`src/rtl/ov7670_sensor_emulator_if.sv`:
```
// Camera-side video bus of the OV7670 emulator: frame sync, line valid and pixel byte.
interface ov7670_sensor_emulator_if;
  logic       vsync;
  logic       href;
  logic [7:0] data;

  modport master (output vsync, output href, output data);
  modport slave  (input  vsync, input  href, input  data);
endinterface

```
`src/rtl/ov7670_sensor_emulator.sv`:
```
// OV7670 sensor stand-in: produces vsync/href/RGB565 byte timing and deterministic test frames.
//   state  | meaning
//   IDLE   | no frame running, outputs quiet
//   VSYNC  | vsync high for V_SYNC_LINES line periods
//   VBACK  | back porch lines before the first active line
//   ACTIVE | V_ACTIVE lines of pixel bytes with href
//   VFRONT | front porch lines; frame ends on its last cycle
module ov7670_sensor_emulator #(
  parameter int H_ACTIVE      = 320,
  parameter int V_ACTIVE      = 240,
  parameter int H_BLANK       = 144,
  parameter int V_SYNC_LINES  = 3,
  parameter int V_BACK_LINES  = 17,
  parameter int V_FRONT_LINES = 10
) (
  input  logic                               ov7670_pclk,
  input  logic                               reset,
  input  logic                               en,
  input  logic [1:0]                         pattern_sel,
  input  logic [3:0]                         zone,
  input  logic [15:0]                        solid_rgb,
  ov7670_sensor_emulator_if.master           cam,
  output logic                               frame_done,
  output logic [15:0]                        frame_count,
  output logic                               busy
);

  localparam int          LINE        = 2 * H_ACTIVE + H_BLANK;
  localparam logic [15:0] H_LAST      = 16'(LINE - 1);
  localparam logic [15:0] H_ACT_BYTES = 16'(2 * H_ACTIVE);
  localparam logic [15:0] FRONT_LAST  = 16'(V_FRONT_LINES - 1);

  typedef enum logic [2:0] {IDLE, VSYNC, VBACK, ACTIVE, VFRONT} state_t;

  state_t      state, nxt_state;
  logic [15:0] hcnt, nxt_hcnt, lcnt, nxt_lcnt;
  logic [15:0] state_lines;
  logic        line_end, state_end;
  logic [1:0]  sel_q;
  logic [3:0]  zone_q;
  logic [15:0] rgb_q;

  logic [14:0] px;
  logic [15:0] py, bx, by, pix;
  logic        in_box, href_nxt, done_nxt, frame_start;
  logic [7:0]  data_nxt;

  always_comb begin
    state_lines = 16'd1;
    case (state)
      VSYNC:   state_lines = 16'(V_SYNC_LINES);
      VBACK:   state_lines = 16'(V_BACK_LINES);
      ACTIVE:  state_lines = 16'(V_ACTIVE);
      VFRONT:  state_lines = 16'(V_FRONT_LINES);
      default: state_lines = 16'd1;
    endcase
    line_end  = (hcnt == H_LAST);
    state_end = line_end && (lcnt == state_lines - 16'd1);

    nxt_state = state;
    nxt_hcnt  = 16'd0;
    nxt_lcnt  = 16'd0;
    if (state == IDLE) begin
      if (en) nxt_state = VSYNC;
    end else begin
      nxt_hcnt = line_end ? 16'd0 : hcnt + 16'd1;
      nxt_lcnt = line_end ? lcnt + 16'd1 : lcnt;
      if (state_end) begin
        nxt_lcnt = 16'd0;
        case (state)
          VSYNC:   nxt_state = VBACK;
          VBACK:   nxt_state = ACTIVE;
          ACTIVE:  nxt_state = VFRONT;
          VFRONT:  nxt_state = en ? VSYNC : IDLE;
          default: nxt_state = IDLE;
        endcase
      end
    end
  end

  // Pixel for the position being entered, so outputs register in step with the state.
  always_comb begin
    px = nxt_hcnt[15:1];
    py = nxt_lcnt;
    case (zone_q)
      4'd0, 4'd3, 4'd6: bx = 16'd29;
      4'd1, 4'd4, 4'd7: bx = 16'd136;
      default:          bx = 16'd243;
    endcase
    case (zone_q)
      4'd0, 4'd1, 4'd2: by = 16'd16;
      4'd3, 4'd4, 4'd5: by = 16'd96;
      default:          by = 16'd176;
    endcase
    in_box = (zone_q < 4'd9) &&
             ({1'b0, px} >= bx) && ({1'b0, px} <= bx + 16'd47) &&
             (py >= by) && (py <= by + 16'd47);

    pix = 16'h0000;
    case (sel_q)
      2'b00: begin
        case (px / 15'd40)
          15'd0:   pix = 16'hFFFF;
          15'd1:   pix = 16'hFFE0;
          15'd2:   pix = 16'h07FF;
          15'd3:   pix = 16'h07E0;
          15'd4:   pix = 16'hF81F;
          15'd5:   pix = 16'hF800;
          15'd6:   pix = 16'h001F;
          default: pix = 16'h0000;
        endcase
      end
      2'b01:   pix = in_box ? 16'hF800 : 16'h0000;
      2'b10:   pix = {px[8:4], py[7:2], 5'b00000};
      default: pix = rgb_q;
    endcase

    href_nxt    = (nxt_state == ACTIVE) && (nxt_hcnt < H_ACT_BYTES);
    data_nxt    = href_nxt ? (nxt_hcnt[0] ? pix[7:0] : pix[15:8]) : 8'h00;
    done_nxt    = (nxt_state == VFRONT) && (nxt_hcnt == H_LAST) && (nxt_lcnt == FRONT_LAST);
    frame_start = (nxt_state == VSYNC) && (state != VSYNC);
  end

  always_ff @(posedge ov7670_pclk or posedge reset) begin
    if (reset) begin
      state       <= IDLE;
      hcnt        <= 16'd0;
      lcnt        <= 16'd0;
      sel_q       <= 2'b00;
      zone_q      <= 4'd0;
      rgb_q       <= 16'h0000;
      cam.vsync   <= 1'b0;
      cam.href    <= 1'b0;
      cam.data    <= 8'h00;
      frame_done  <= 1'b0;
      frame_count <= 16'd0;
      busy        <= 1'b0;
    end else begin
      state <= nxt_state;
      hcnt  <= nxt_hcnt;
      lcnt  <= nxt_lcnt;
      // Frame configuration is frozen for the whole frame at VSYNC entry.
      if (frame_start) begin
        sel_q  <= pattern_sel;
        zone_q <= zone;
        rgb_q  <= solid_rgb;
      end
      cam.vsync  <= (nxt_state == VSYNC);
      cam.href   <= href_nxt;
      cam.data   <= data_nxt;
      frame_done <= done_nxt;
      if (done_nxt) frame_count <= frame_count + 16'd1;
      busy <= (nxt_state != IDLE);
    end
  end

endmodule

```
`src/flat_wrapper.sv`:
```
// flat-port wrapper written by rule: the top's interface ports become plain ports
module ov7670_sensor_emulator_flat 
#(
  parameter int H_ACTIVE      = 320,
  parameter int V_ACTIVE      = 240,
  parameter int H_BLANK       = 144,
  parameter int V_SYNC_LINES  = 3,
  parameter int V_BACK_LINES  = 17,
  parameter int V_FRONT_LINES = 10
)
  (ov7670_pclk, reset, en, pattern_sel, zone, solid_rgb, frame_done, frame_count, busy, cam_vsync, cam_href, cam_data);
  ov7670_sensor_emulator_if cam_i ();
  input  logic ov7670_pclk;
  input  logic reset;
  input  logic en;
  input  logic [1:0] pattern_sel;
  input  logic [3:0] zone;
  input  logic [15:0] solid_rgb;
  output logic frame_done;
  output logic [15:0] frame_count;
  output logic busy;
  output wire logic [$bits(cam_i.vsync)-1:0] cam_vsync;
  output wire logic [$bits(cam_i.href)-1:0] cam_href;
  output wire logic [$bits(cam_i.data)-1:0] cam_data;
  assign cam_vsync = cam_i.vsync;
  assign cam_href = cam_i.href;
  assign cam_data = cam_i.data;
  ov7670_sensor_emulator #(.H_ACTIVE(H_ACTIVE), .V_ACTIVE(V_ACTIVE), .H_BLANK(H_BLANK), .V_SYNC_LINES(V_SYNC_LINES), .V_BACK_LINES(V_BACK_LINES), .V_FRONT_LINES(V_FRONT_LINES)) u_core (.ov7670_pclk(ov7670_pclk), .reset(reset), .en(en), .pattern_sel(pattern_sel), .zone(zone), .solid_rgb(solid_rgb), .cam(cam_i), .frame_done(frame_done), .frame_count(frame_count), .busy(busy));
endmodule
```
`config.mk`:
```
export PLATFORM = sky130hd
export DESIGN_NAME = ov7670_sensor_emulator_flat
export DESIGN_NICKNAME = d
export VERILOG_FILES = /design/src/rtl/ov7670_sensor_emulator_if.sv /design/src/rtl/ov7670_sensor_emulator.sv /design/src/flat_wrapper.sv
export SDC_FILE = /design/constraint.sdc
export NUM_CORES = 1
export LEC_CHECK = 0
export ABC_CLOCK_PERIOD_IN_PS = 9800
export BUFFER_PORTS_ARGS = -buffer_cell sky130_fd_sc_hd__buf_2
export CAP_MARGIN = 20
export CORE_AREA = 2 2 111 113
export CTS_BUF_LIST = sky130_fd_sc_hd__clkbuf_2 sky130_fd_sc_hd__clkbuf_4 sky130_fd_sc_hd__clkbuf_8
export DETAILED_ROUTE_END_ITERATION = 7
export DIE_AREA = 0 0 113 115
export PLACE_DENSITY = 0.78
export SLEW_MARGIN = 20
export SYNTH_ARGS = -nofsm -noshare
export SYNTH_HDL_FRONTEND = slang
export SYNTH_SLANG_ARGS = --single-unit
```
`constraint.sdc`:
```
create_clock -name ov7670_pclk -period 9.8 [get_ports ov7670_pclk]
set_input_delay 0.49 -clock ov7670_pclk [delete_from_list [all_inputs] [get_ports ov7670_pclk]]
set_output_delay 0.49 -clock ov7670_pclk [all_outputs]
set_load 0.02 [all_outputs]
```
* Word-level counts from Yosys, hierarchy flattened
Index checks and enable logic that the tools add are counted.
** Storage, ports and cells
- Register bits after elaboration :: 85
- Output and inout port bits :: 28
- Logic and storage cells :: 88
** Operators by class
- $add $sub $neg :: 6
- Div/mod/pow operators :: 1
- $lt $le $gt $ge :: 6
- Equality and inequality tests :: 27
- Multiplexer cells :: 18
- Reductions and logical operators :: 18
** Operators by type and width (number)
- 16-bit one-hot mux with 7 select lines :: 1
- 16-bit 2-to-1 mux :: 6
- 16-bit by 1-bit adder with 16-bit output (second input constant) :: 3
- 16-bit one-hot mux with 3 select lines :: 1
- 15-bit by 3-bit equality test with 1-bit output (second input constant) :: 3
- 16-bit by 10-bit equality test with 1-bit output (second input constant) :: 2
- 8-bit one-hot mux with 2 select lines :: 2
- 8-bit one-hot mux with 4 select lines :: 1
- 15-bit by 2-bit equality test with 1-bit output (second input constant) :: 2
- 8-bit by 6-bit adder with 9-bit output (second input constant) :: 2
- 16-bit equality test :: 1
- 16-bit by 4-bit equality test with 1-bit output (second input constant) :: 1
- 4-bit by 3-bit equality test with 1-bit output (second input constant) :: 4
- 16-bit by 8-bit >= comparator with 1-bit output :: 1
- 15-bit by 16-bit less-or-equal comparator with 1-bit output :: 1
- 16-bit less-or-equal comparator :: 1
- 16-bit by 10-bit less-than comparator with 1-bit output (second input constant) :: 1
- 8-bit 2-to-1 mux :: 2
- 15-bit by 6-bit divider with 15-bit output (second input constant) :: 1
- 15-bit by 1-bit equality test with 1-bit output (second input constant) :: 1
- 15-bit by 8-bit >= comparator with 1-bit output :: 1
- 15-bit logical NOT :: 1
- 3-bit one-hot mux with 4 select lines :: 1
- 3-bit OR reduction :: 4
- 17 further kinds :: 32

* Depth between registers and ports, before layout
- Depth after elaboration :: 14
- Mapped depth :: 21
- Depth with buffers taken out :: 20

* Least setup slack after synthesis
No wires, ideal clock.
- Kind :: register to register
- Start :: register u_core.hcnt[13]
- End :: register u_core.frame_count[15]
- Arrival time :: 4.095 ns
- Path slack :: 5.577 ns
- Stages on the path, launching flop included :: 16
- Path buffers :: 2
- Path through :: dfrtp_1 buf_6 or4b_1 nor4_4 buf_4 nand4_2 nor2_1 mux2_2 o22ai_1 a21oi_1 or4_1 nor3_2 nand4_1 nor2_1 nand4_1 xnor2_1
** Between the ends
- Word-level cells in the longest chain between the ends :: 7
- Elaborated cells between the ends (all ways) :: 15
** RTL lines
- start, declared :: RTL line ov7670_sensor_emulator.sv:36 : logic [15:0] hcnt, nxt_hcnt, lcnt, nxt_lcnt;
- start signal, assigned :: RTL line ov7670_sensor_emulator.sv:140 : hcnt <= nxt_hcnt;
- branches (longest 6 deep; another with 16-bit by 1-bit adder with 16-bit output)
- 1-bit logical AND * :: RTL line ov7670_sensor_emulator.sv:120 : done_nxt = (nxt_state == VFRONT) && (nxt_hcnt == H_LAST) && (nxt_lcnt == FRONT_LAST);
- end signal, assigned :: RTL line ov7670_sensor_emulator.sv:152 : if (done_nxt) frame_count <= frame_count + 16'd1;
- end, declared :: RTL line ov7670_sensor_emulator.sv:24 : output logic [15:0] frame_count,
Mark *: on every way between the ends.
A chain may end at the register's enable or synchronous reset.

* Worst setup path in the final report
- Start :: register u_core.hcnt[13]
- End :: register u_core.cam.data[3]
** Between the ends
- Word-level cells in the longest chain between the ends :: 12
- Elaborated cells between the ends (all ways) :: 34
** RTL lines
- branches (longest 11 deep; another with 16-bit by 1-bit adder with 16-bit output)
- 8-bit 2-to-1 mux * :: RTL line ov7670_sensor_emulator.sv:119 : data_nxt = href_nxt ? (nxt_hcnt[0] ? pix[7:0] : pix[15:8]) : 8'h00;
- via u_core.data_nxt[3] :: RTL line ov7670_sensor_emulator.sv:46 : logic [7:0] data_nxt;
- end signal, assigned :: RTL line ov7670_sensor_emulator.sv:150 : cam.data <= data_nxt;
- end, declared :: RTL line ov7670_sensor_emulator_if.sv:7 : modport master (output vsync, output href, output data);
Mark *: on every way through the listed nets, which the timed path passes.

==> results.txt <==
----------------------------------------------------
[Outcome]
  Outcome ... complete, no violations

[STA]
  Minimum clock period ... 5.51 ns
  Maximum operating frequency ... 182 MHz
  Setup repair after global routing missed its margin ... no
  Worst Hold Slack ... 0.320 ns
  Slew Limit Headroom ... a little under a third
  Setup tns final ... 0 ns
  Hold violation total from the final report ... 0
  Least-Margin Pin Slew ... 1.05 ns
  Number of failing setup endpoints in the final timing report ... 0
  Max Slew Vio Count ... 0
  Skew final ... 0.0137 ns
  Min setup slack post-route ... around 4.3 ns
  Part of the cycle the worst path needs ... 56.2%

[Clock tree]
  CTS Root Cell ... sky130_fd_sc_hd__clkbuf_8
  Number of H-tree levels ... 3
  CTS Hold Bufs ... 0
  Clock buffer count from CTS ... 9
  Number of gates given a new drive strength after cts ... 0
  CTS tree ... yes
  Clock net sink count ... 85
  Clock edge transition at the registers on the reported setup and hold paths ... 0.10 ns
  Post-CTS Setup Bufs ... 0
  Insertion delay of the later-clocked pin in the worst-skew pair ... 0.37 ns
  Clock tree buffer depth ... 2

[Yosys]
  Post-Syn Area ... 6870 sq um
  Portion of the post-synthesis area used by sequential elements ... 30.9%
  Top cell type by total area after synthesis ... sky130_fd_sc_hd__dfrtp_1
  Flop and latch count out of synthesis ... 85
  Number of enable-type register cells in the synthesized netlist ... 0
  Number of warning messages in the yosys log ... 0
  Post-Synthesis Net Count ... 847
  Top cells by area, synth ... sky130_fd_sc_hd__dfrtp_1, sky130_fd_sc_hd__ha_1, sky130_fd_sc_hd__xnor2_1
  Netlist cell types ... 94
  Mean instance size in the synthesized netlist ... 8.65 sq um
  Top_reg_cell synth ... sky130_fd_sc_hd__dfrtp_1
  Synth Instances ... 795
  Share of flip-flops with an asynchronous set or reset after synthesis ... 100%
  Post-synth top area share ... between 30% and 40%

[Placed design]
  Post-place setup slack ... 4.40 ns
  Final weighted congestion in routability-driven placement ... 0.934
  Post-detailed-placement half-perimeter wirelength ... 13,700 microns
  Buffers added on ports ... between 50 and 60

[Critical path]
  Kind of capture point of the worst setup path ... register
  Worst setup path class ... register to register
  Worst endpoint data arrival time ... 5.82 ns
  Crit-path max FO ... 21
  Critical Path Start Type ... register
  Critical path required time ... 10.11 ns

[Job]
  Number of max-capacitance violations reported ... 0

[Routing]
  Final routed DRC violation total ... 0
  Remaining antenna violation count ... 0
  First drt pass iteration count ... 5
  Wirelength, routed ... 19,100 microns
  Vias/cell ... 6.68
  Routed vias ... between 6,000 and 7,000
  Detailed Route Iter0 Violations ... slightly above 600
  WL per Instance ... approximately 20 microns

[Die]
  Horizontal die dimension ... approximately 110 microns
  I/O pin total ... between 50 and 60
  Initial standard-cell utilization of the core ... about three fifths
  Cell row count ... 40
  Core Area ... 11,800 sq um
  Height of the die ... 115 microns
  Total Die Area ... around 13,000 sq um

[Pwr]
  Leakage ... 3.34 nW
  Max rail drop VDD ... 0.000128 V
  Power per unit of standard cell area ... 131 nW/um^2

[GRT]
  Most used routing layer in global routing ... met2
  Number of antenna violations at the first check in global routing ... 0
  First-pass GRT wire length ... a little over 30,000 microns
  Via count of the first global-routing pass ... approximately 6,000
  Global-route track usage on met1 ... 41.5%
  Overflow left after global routing ... 0
  Fraction of met3 tracks used by global routing ... 6.75%
  Largest net degree at the start of global routing ... between 80 and 90
  GR met2 Demand/Resource ... a little under half
  Total routing usage reported by global routing ... 29.4%

[Layout]
  Most common cell after layout, fill and taps aside ... sky130_fd_sc_hd__dfrtp_1
  Final core occ ... between 60% and 70%
  Synth-to-layout area growth ... 7.01%
  ANT cells ... 0
  Top library cells by usage in the layout, fill and taps aside ... sky130_fd_sc_hd__dfrtp_1, sky130_fd_sc_hd__nor2_1, sky130_fd_sc_hd__nand2_1
  Filler instances ... 1,021
  Net count, final ... 870
  Layout cells sized above 1 ... 17.6%

[Min path]
  Path category of the worst min-delay check ... input pin to async pin

----------------------------------------------------
[sequential cells by signal, summed over array words and instances (netlist names), 2 cells and up]
| signal | cells |
|---|---|
| u_core.state | 3 |
| u_core.hcnt | 16 |
| u_core.frame_count | 16 |
| u_core.lcnt | 16 |
| u_core.rgb_q | 16 |
| u_core.cam.data | 8 |
| u_core.zone_q | 4 |
| u_core.sel_q | 2 |
[layout make-up]
| cell class | count | area, sq um | area share, % |
|---|---|---|---|
| Timing Repair Buffer | 61 | 332 | 4.51 |
| Multi-Input combinational cell | 636 | 4420 | 60.1 |
| Clock buffer | 10 | 138 | 1.87 |
| Inverter | 25 | 95.1 | 1.29 |
| Tap cell | 147 | 184 | 2.50 |
| Clock inverter | 5 | 61.3 | 0.834 |
| Sequential cell | 85 | 2130 | 28.9 |
[routing by layer]
layer  wire length [microns]  vias up
li1                        -     3006
met1                    8410     3111
met2                    8710      328
met3                    1660       32
met4                     274        0
met5                       0        -
[worst max-delay path, stage by stage, from the launching register on]
cell	delay, ns
sky130_fd_sc_hd__dfrtp_1	0.54
sky130_fd_sc_hd__or4b_1	0.63
sky130_fd_sc_hd__nor4_4	0.64
sky130_fd_sc_hd__nor2_1	0.11
sky130_fd_sc_hd__buf_4	0.25
sky130_fd_sc_hd__nand2b_1	0.44
sky130_fd_sc_hd__clkinv_1	0.65
sky130_fd_sc_hd__ha_1	0.54
sky130_fd_sc_hd__nand4_1	0.09
sky130_fd_sc_hd__nor3_1	0.18
sky130_fd_sc_hd__nor4_1	0.07
sky130_fd_sc_hd__a211o_1	0.29
sky130_fd_sc_hd__nor4_1	0.41
sky130_fd_sc_hd__o21a_1	0.29
sky130_fd_sc_hd__or3_1	0.14
sky130_fd_sc_hd__o211a_1	0.15
[report_power, final]
group | switching, mW | internal (mW)
Clock | 0.132 | 0.124
Sequential | 0.0337 | 0.374
Combinational | 0.180 | 0.122
Total | 0.346 | 0.620
[stage by stage]
stage / cell area [sq um] / power, mW / instances
after CTS: 7350 / 0.962 / 969
after floorplan: 6870 / 0.629 / 795
after detailed placement: 7150 / 0.706 / 954
after global placement: 7150 / 0.687 / 954
after global routing: 7350 / 1.02 / 969
final: 7350 / 0.966 / 969
[synthesized netlist by cell type (7+ instances only)]
cell and n:
sky130_fd_sc_hd__nand3_1 37, sky130_fd_sc_hd__xnor2_1 34, sky130_fd_sc_hd__nor2b_1 7, sky130_fd_sc_hd__nor4_1 17, sky130_fd_sc_hd__a211o_1 7, sky130_fd_sc_hd__nand4_1 19, sky130_fd_sc_hd__clkbuf_1 25, sky130_fd_sc_hd__o21ai_1 9
sky130_fd_sc_hd__o21ai_0 39, sky130_fd_sc_hd__a21oi_1 31, sky130_fd_sc_hd__o31ai_1 7, sky130_fd_sc_hd__and2_1 7, sky130_fd_sc_hd__nand2_1 56, sky130_fd_sc_hd__or3_1 8, sky130_fd_sc_hd__and3_1 11, sky130_fd_sc_hd__a211oi_1 8
sky130_fd_sc_hd__a31oi_1 8, sky130_fd_sc_hd__nor2_1 74, sky130_fd_sc_hd__xor2_1 22, sky130_fd_sc_hd__buf_2 10, sky130_fd_sc_hd__ha_1 27, sky130_fd_sc_hd__dfrtp_1 85, sky130_fd_sc_hd__mux2_2 26, sky130_fd_sc_hd__nand2b_1 16
sky130_fd_sc_hd__o21a_1 13, sky130_fd_sc_hd__inv_1 23, sky130_fd_sc_hd__nor3_1 25, sky130_fd_sc_hd__o22ai_1 9
[worst paths after layout]
kind	start	to	slack (ns)	cells past startpoint
min reg2reg	u_core.frame_count[15]$_DFFE_PP0P_	u_core.frame_count[15]$_DFFE_PP0P_	0.48	1
max reg2reg	u_core.hcnt[13]$_DFF_PP0_	u_core.cam.data[3]$_DFF_PP0_	4.29	15
max in group asynchronous	reset	u_core.hcnt[0]$_DFF_PP0_	8.96	3
max	u_core.hcnt[13]$_DFF_PP0_	u_core.cam.data[3]$_DFF_PP0_	4.29	15
min in group ov7670_pclk	solid_rgb[14]	u_core.rgb_q[14]$_DFFE_PP0P_	0.34	2
min	reset	u_core.cam.data[4]$_DFF_PP0_	0.32	3
[cells by family (layout without fill, tap and decap cells)]
kind of cell / after synthesis / count (layout) / share of synthesized area (%)
AO/OA/AOI/OAI: 208 / 208 / 21.6
AND/OR/NAND/NOR: 314 / 314 / 25.2
flip-flops: 85 / 85 / 30.9
adder cells (fa/ha/maj): 29 / 29 / 5.22
XOR/XNOR: 58 / 58 / 7.61
buffers and inverters: 74 / 101 / 4.99
multiplexers: 27 / 27 / 4.41
No activity file was read; power rests on OpenSTA's default activity.
